===== src/rtl/bram_stream_reader_if.sv =====
// bram_stream_reader_if: command, BRAM port-B and output stream signals of the reader.
interface bram_stream_reader_if #(
  parameter int DATA_WIDTH = 8,
  parameter int ADDR_WIDTH = 8,
  parameter int LEN_WIDTH  = ADDR_WIDTH + 1
);
  logic                  start;
  logic [ADDR_WIDTH-1:0] base_addr;
  logic [LEN_WIDTH-1:0]  length;
  logic                  busy;
  logic                  done;
  logic                  enb;
  logic [ADDR_WIDTH-1:0] addrb;
  logic [DATA_WIDTH-1:0] doutb;
  logic                  validb;
  logic [DATA_WIDTH-1:0] m_data;
  logic                  m_valid;
  logic                  m_ready;
  logic                  m_last;
  modport master (
    input  start, base_addr, length, doutb, validb, m_ready,
    output busy, done, enb, addrb, m_data, m_valid, m_last
  );
  modport slave (
    output start, base_addr, length, doutb, validb, m_ready,
    input  busy, done, enb, addrb, m_data, m_valid, m_last
  );
endinterface


===== src/rtl/bram_stream_reader.sv =====
// bram_stream_reader: issues sequential port-B reads and streams the words out through a 2-entry skid FIFO.
module bram_stream_reader #(
  parameter int DATA_WIDTH = 8,
  parameter int DEPTH      = 256,
  parameter int ADDR_WIDTH = $clog2(DEPTH),
  parameter int LEN_WIDTH  = ADDR_WIDTH + 1
) (
  input logic                  i_clk,
  input logic                  i_rstn,
  bram_stream_reader_if.master io_bus
);
  typedef enum logic [1:0] {IDLE, RUN, DRAIN} state_t;
  state_t                r_state, w_next;
  logic [ADDR_WIDTH-1:0] r_addr;
  logic [LEN_WIDTH-1:0]  r_issue_cnt, r_pop_cnt;
  logic                  r_inflight, r_done;
  logic [DATA_WIDTH-1:0] r_mem [2];
  logic                  r_wptr, r_rptr;
  logic [1:0]            r_cnt;
  logic                  w_accept, w_zero, w_push, w_pop, w_enb, w_last, w_fin;
  logic [2:0]            w_credit;
  assign w_accept = r_state == IDLE && io_bus.start && io_bus.length != '0;
  assign w_zero   = r_state == IDLE && io_bus.start && io_bus.length == '0;
  assign w_push   = io_bus.validb && r_inflight;
  assign w_pop    = r_cnt != 2'd0 && io_bus.m_ready;
  assign w_last   = r_cnt != 2'd0 && r_pop_cnt == LEN_WIDTH'(1);
  assign w_fin    = r_state == DRAIN && w_pop && w_last;
  // FIFO occupancy plus the read in flight, net of this cycle's pop, bounds issue so the FIFO cannot overflow
  assign w_credit = {1'b0, r_cnt} + {2'b0, r_inflight} - {2'b0, w_pop};
  assign w_enb    = r_state == RUN && r_issue_cnt != '0 && w_credit < 3'd2;
  assign io_bus.busy    = r_state != IDLE;
  assign io_bus.done    = r_done;
  assign io_bus.enb     = w_enb;
  assign io_bus.addrb   = r_addr;
  assign io_bus.m_valid = r_cnt != 2'd0;
  assign io_bus.m_data  = r_mem[r_rptr];
  assign io_bus.m_last  = w_last;
  always_ff @(posedge i_clk or negedge i_rstn)
    if (!i_rstn) r_state <= IDLE;
    else r_state <= w_next;
  always_comb begin
    w_next = r_state;
    if (w_accept) w_next = RUN;
    if (r_state == RUN && w_enb && r_issue_cnt == LEN_WIDTH'(1)) w_next = DRAIN;
    if (w_fin) w_next = IDLE;
  end
  always_ff @(posedge i_clk or negedge i_rstn)
    if (!i_rstn) begin
      r_addr      <= '0;
      r_issue_cnt <= '0;
      r_pop_cnt   <= '0;
      r_inflight  <= 1'b0;
      r_done      <= 1'b0;
      r_mem[0]    <= '0;
      r_mem[1]    <= '0;
      r_wptr      <= 1'b0;
      r_rptr      <= 1'b0;
      r_cnt       <= 2'd0;
    end else begin
      r_inflight <= w_enb;
      r_done     <= w_zero || w_fin;
      if (w_accept) begin
        r_addr      <= io_bus.base_addr;
        r_issue_cnt <= io_bus.length;
        r_pop_cnt   <= io_bus.length;
      end else begin
        if (w_enb) begin
          r_addr      <= r_addr == ADDR_WIDTH'(DEPTH - 1) ? '0 : r_addr + 1'b1;
          r_issue_cnt <= r_issue_cnt - 1'b1;
        end
        if (w_pop) r_pop_cnt <= r_pop_cnt - 1'b1;
      end
      if (w_push) begin
        r_mem[r_wptr] <= io_bus.doutb;
        r_wptr        <= ~r_wptr;
      end
      if (w_pop) r_rptr <= ~r_rptr;
      r_cnt <= r_cnt + 2'(w_push) - 2'(w_pop);
    end
  a_no_overflow: assert property (@(posedge i_clk) disable iff (!i_rstn) !(w_push && r_cnt == 2'd2 && !w_pop));
endmodule

===== src/flat_wrapper.sv =====
// flat-port wrapper written by rule: the top's interface ports become plain ports
module bram_stream_reader_flat 
#(
  parameter int DATA_WIDTH = 8,
  parameter int DEPTH      = 256,
  parameter int ADDR_WIDTH = $clog2(DEPTH),
  parameter int LEN_WIDTH  = ADDR_WIDTH + 1
)
  (i_clk, i_rstn, io_bus_start, io_bus_base_addr, io_bus_length, io_bus_doutb, io_bus_validb, io_bus_m_ready, io_bus_busy, io_bus_done, io_bus_enb, io_bus_addrb, io_bus_m_data, io_bus_m_valid, io_bus_m_last);
  bram_stream_reader_if #(.DATA_WIDTH(DATA_WIDTH), .ADDR_WIDTH(ADDR_WIDTH), .LEN_WIDTH(LEN_WIDTH)) io_bus_i ();
  input logic i_clk;
  input logic i_rstn;
  input wire logic [$bits(io_bus_i.start)-1:0] io_bus_start;
  input wire logic [$bits(io_bus_i.base_addr)-1:0] io_bus_base_addr;
  input wire logic [$bits(io_bus_i.length)-1:0] io_bus_length;
  input wire logic [$bits(io_bus_i.doutb)-1:0] io_bus_doutb;
  input wire logic [$bits(io_bus_i.validb)-1:0] io_bus_validb;
  input wire logic [$bits(io_bus_i.m_ready)-1:0] io_bus_m_ready;
  output wire logic [$bits(io_bus_i.busy)-1:0] io_bus_busy;
  output wire logic [$bits(io_bus_i.done)-1:0] io_bus_done;
  output wire logic [$bits(io_bus_i.enb)-1:0] io_bus_enb;
  output wire logic [$bits(io_bus_i.addrb)-1:0] io_bus_addrb;
  output wire logic [$bits(io_bus_i.m_data)-1:0] io_bus_m_data;
  output wire logic [$bits(io_bus_i.m_valid)-1:0] io_bus_m_valid;
  output wire logic [$bits(io_bus_i.m_last)-1:0] io_bus_m_last;
  assign io_bus_i.start = io_bus_start;
  assign io_bus_i.base_addr = io_bus_base_addr;
  assign io_bus_i.length = io_bus_length;
  assign io_bus_i.doutb = io_bus_doutb;
  assign io_bus_i.validb = io_bus_validb;
  assign io_bus_i.m_ready = io_bus_m_ready;
  assign io_bus_busy = io_bus_i.busy;
  assign io_bus_done = io_bus_i.done;
  assign io_bus_enb = io_bus_i.enb;
  assign io_bus_addrb = io_bus_i.addrb;
  assign io_bus_m_data = io_bus_i.m_data;
  assign io_bus_m_valid = io_bus_i.m_valid;
  assign io_bus_m_last = io_bus_i.m_last;
  bram_stream_reader #(.DATA_WIDTH(DATA_WIDTH), .DEPTH(DEPTH), .ADDR_WIDTH(ADDR_WIDTH), .LEN_WIDTH(LEN_WIDTH)) u_core (.i_clk(i_clk), .i_rstn(i_rstn), .io_bus(io_bus_i));
endmodule

===== config.mk =====
export PLATFORM = sky130hd
export DESIGN_NAME = bram_stream_reader_flat
export DESIGN_NICKNAME = d
export VERILOG_FILES = /design/src/rtl/bram_stream_reader_if.sv /design/src/rtl/bram_stream_reader.sv /design/src/flat_wrapper.sv
export SDC_FILE = /design/constraint.sdc
export NUM_CORES = 1
export LEC_CHECK = 0
export ABC_AREA = 1
export CORE_MARGIN = 8
export CORE_UTILIZATION = 50
export DETAILED_ROUTE_END_ITERATION = 7
export MAX_ROUTING_LAYER = met4
export PLACE_DENSITY = 0.85
export SLEW_MARGIN = 5
export SYNTH_ARGS = -nofsm -noshare
export SYNTH_HDL_FRONTEND = slang
export SYNTH_SLANG_ARGS = --single-unit

===== constraint.sdc =====
create_clock -name i_clk -period 4.4 [get_ports i_clk]
set_input_delay 1.32 -clock i_clk [delete_from_list [all_inputs] [get_ports i_clk]]
set_output_delay 1.32 -clock i_clk [all_outputs]
set_load 0.03 [all_outputs]

==> metrics.txt <==
Synth Instances 390; RSZ-0062 raised after global routing false; Die X 92.3 µm; Synth top area share 0.430; Yosys reg bits 50; period utilization 0.935; Clock Tree Buf Depth 2; Peak VDD IR 219 µV; # hold bufs at CTS 0; max-slew violations 0; number of vias per cell 5.25; Worst Path Required 3080 ps; initial antenna violation count 0; Inst Count DP 506; clk sink count 50; post-route ant nets 0; Crit Path Max Fanout 3; main flop type after synthesis dfrtp_1; clock skew 8.34 ps; leakage 1.75 nW; Final Setup Violations 0; most frequent cell after synthesis nand2_1; GR Overflow Total 0; WL final 6770 µm; Slew HR 0.263; CP startpoint kind input pin; Clock transition at path regs 100 ps; layout cell share with drive strength beyond 1 0.0837; drt wl/cell 13.2 µm; worst-margin pin slew 1100 ps; Seq/Total Area, Yosys 0.430; I/O pin count 51; synthesis-to-layout area growth 22.5%; first-pass GRT wire length 11500 µm; CP Capture Type primary output; Max Fclk 0.243 GHz; Clock Root Buffer clkbuf_8; nets 479; IO buf count 50; GRT Total Usage 0.168; # rows 27; WHS 494 ps; Async SR Flop Fraction 1.00; die area 0.00851 mm²; final hold viol count 0; CP arrival 2790 ps; PwrDens 432 mW/mm²; GP Congestion 0.879; worst hold path type flip-flop to flip-flop; top post-synthesis cells by area dfrtp_1, nand2_1, nand3_1; clk_lat worst skew 310 ps; Post-DP HPWL 5050 µm; number of enable flip-flop cells after synthesis 0; Synth cell types 35; Syn Area/Cell 7.46 µm²; via total after detailed routing 2700; Final min period 4110 ps; vias in the first global route 2683; Num CTS Buffers 5; max_cap viols 0; Syn. warnings 0; DRC 0; H-Tree Depth 2; mapped cell area 0.00291 mm²; Synth area leader dfrtp_1; Commonest cells post-synth nand2_1, nand3_1, dfrtp_1; die height 92.3 µm; largest net degree at the start of global routing 51; crit path kind input pin to primary output; run status complete, no violations; Mapped Nets 428; drt pass-1 iters 4; Core Box Area 0.00557 mm²; CTS tree built; starting density of the core 0.522; Initial DRC Count 158; # diodes 0; Layout fillers 492; Layout Cells excl Fill 514
==> per-stage QoR <==
stage	util	area [µm²]	power, mW	setup TNS (ps)	setup slack, ps
after floorplan	-	2910	1.08	0	244
after global placement	0.619	3450	1.23	-89.5	-89.5
after detailed placement	0.619	3450	1.26	-97.9	-97.9
after CTS	0.638	3560	1.55	0	7.71
after global routing	0.639	3560	1.67	0	186
final	0.639	3560	1.54	0	287
==> worst paths after layout <==
path                            startpoint                     to  slack [ps]  cells after the start
min reg2reg                u_core.r_mem[0]        u_core.r_mem[0]         490                      2
max reg2reg                u_core.r_cnt[1]      u_core.r_state[0]        1960                     14
max                         io_bus_m_ready             io_bus_enb         290                     11
max in group asynchronous           i_rstn  u_core.r_issue_cnt[7]        2500                      1
min                        u_core.r_mem[0]        u_core.r_mem[0]         490                      2
min in group asynchronous           i_rstn        u_core.r_mem[9]        1210                      1
==> cells in the final DEF, fill, tap and decap left out, types with 2 or more instances in the layout <==
cell,synthesis,final
nand2_2,3,4
nor3_1,6,6
nor2_1,35,34
nand3_2,1,2
a21oi_1,3,3
nor2_2,3,3
clkinvlp_4,0,2
xnor2_1,3,3
inv_2,5,5
nor2_4,2,3
nand3_1,56,55
nand4_1,3,3
dfrtp_1,50,50
o21ai_1,10,11
nand2_1,118,117
o21ai_0,13,12
o211ai_1,2,2
ha_1,7,7
clkdlybuf4s50_1,0,47
inv_1,42,42
xor2_1,5,5
clkbuf_8,0,5
buf_4,3,5
==> worst max-delay path, cell delays in order <==
cell            delay, ps
dlymetal6s2s_1        150
inv_1                  60
nor2_1                 50
nor2_1                 90
o21ai_1                90
fa_1                  530
nand3_2               100
nor2_4                160
nand2_4                70
inv_4                  50
buf_6                 120
==> final cells by class <==
cell class,instances,area (µm²),area share
Multi-Input combinational cell,280,1410,0.395
Sequential cell,50,1250,0.351
Timing Repair Buffer,55,537,0.151
Inverter,49,186,0.0523
Tap cell,72,90.1,0.0253
Clock buffer,5,68.8,0.0193
Clock inverter,3,23.8,0.00667
==> power breakdown <==
part / leakage [nW] / internal, mW / switching (mW)
Combinational: 1.04 / 0.242 / 0.361
Sequential: 0.671 / 0.548 / 0.109
Clock: 0.0408 / 0.114 / 0.165
==> routing by layer <==
layer  GRT usage  vias up  routed length [µm]
li1            -     1335                   -
met1       0.201     1274                2970
met2       0.264       79                3300
met3      0.0359       12                 359
met4      0.0805        0                 136
met5           -        -                   0
==> timing repair <==
action / in CTS / in global routing
pin swaps: 1 / 3
setup buffers: 0 / 0
gates resized for setup: 5 / 2
endpoints found under the setup margin: 1 / 1
==> flip-flops by register name, indices dropped and copies added, names as in the netlist <==
| register | cells |
|---|---|
| u_core.io_bus.addrb | 8 |
| u_core.r_rptr | 1 |
| u_core.r_pop_cnt | 9 |
| u_core.r_cnt | 2 |
| u_core.r_state | 2 |
| u_core.r_wptr | 1 |
| u_core.r_inflight | 1 |
| u_core.r_mem | 16 |
| u_core.r_issue_cnt | 9 |
| u_core.io_bus.done | 1 |
==> cells by family after synthesis <==
kind of cell | after synthesis | synth area share
flip-flops | 50 | 0.430
AO/OA/AOI/OAI | 32 | 0.0637
XOR/XNOR | 8 | 0.0241
adder cells (fa/ha/maj) | 8 | 0.0370
AND/OR/NAND/NOR | 232 | 0.354
buffers and inverters | 60 | 0.0912
No activity file was read; power rests on OpenSTA's default activity.
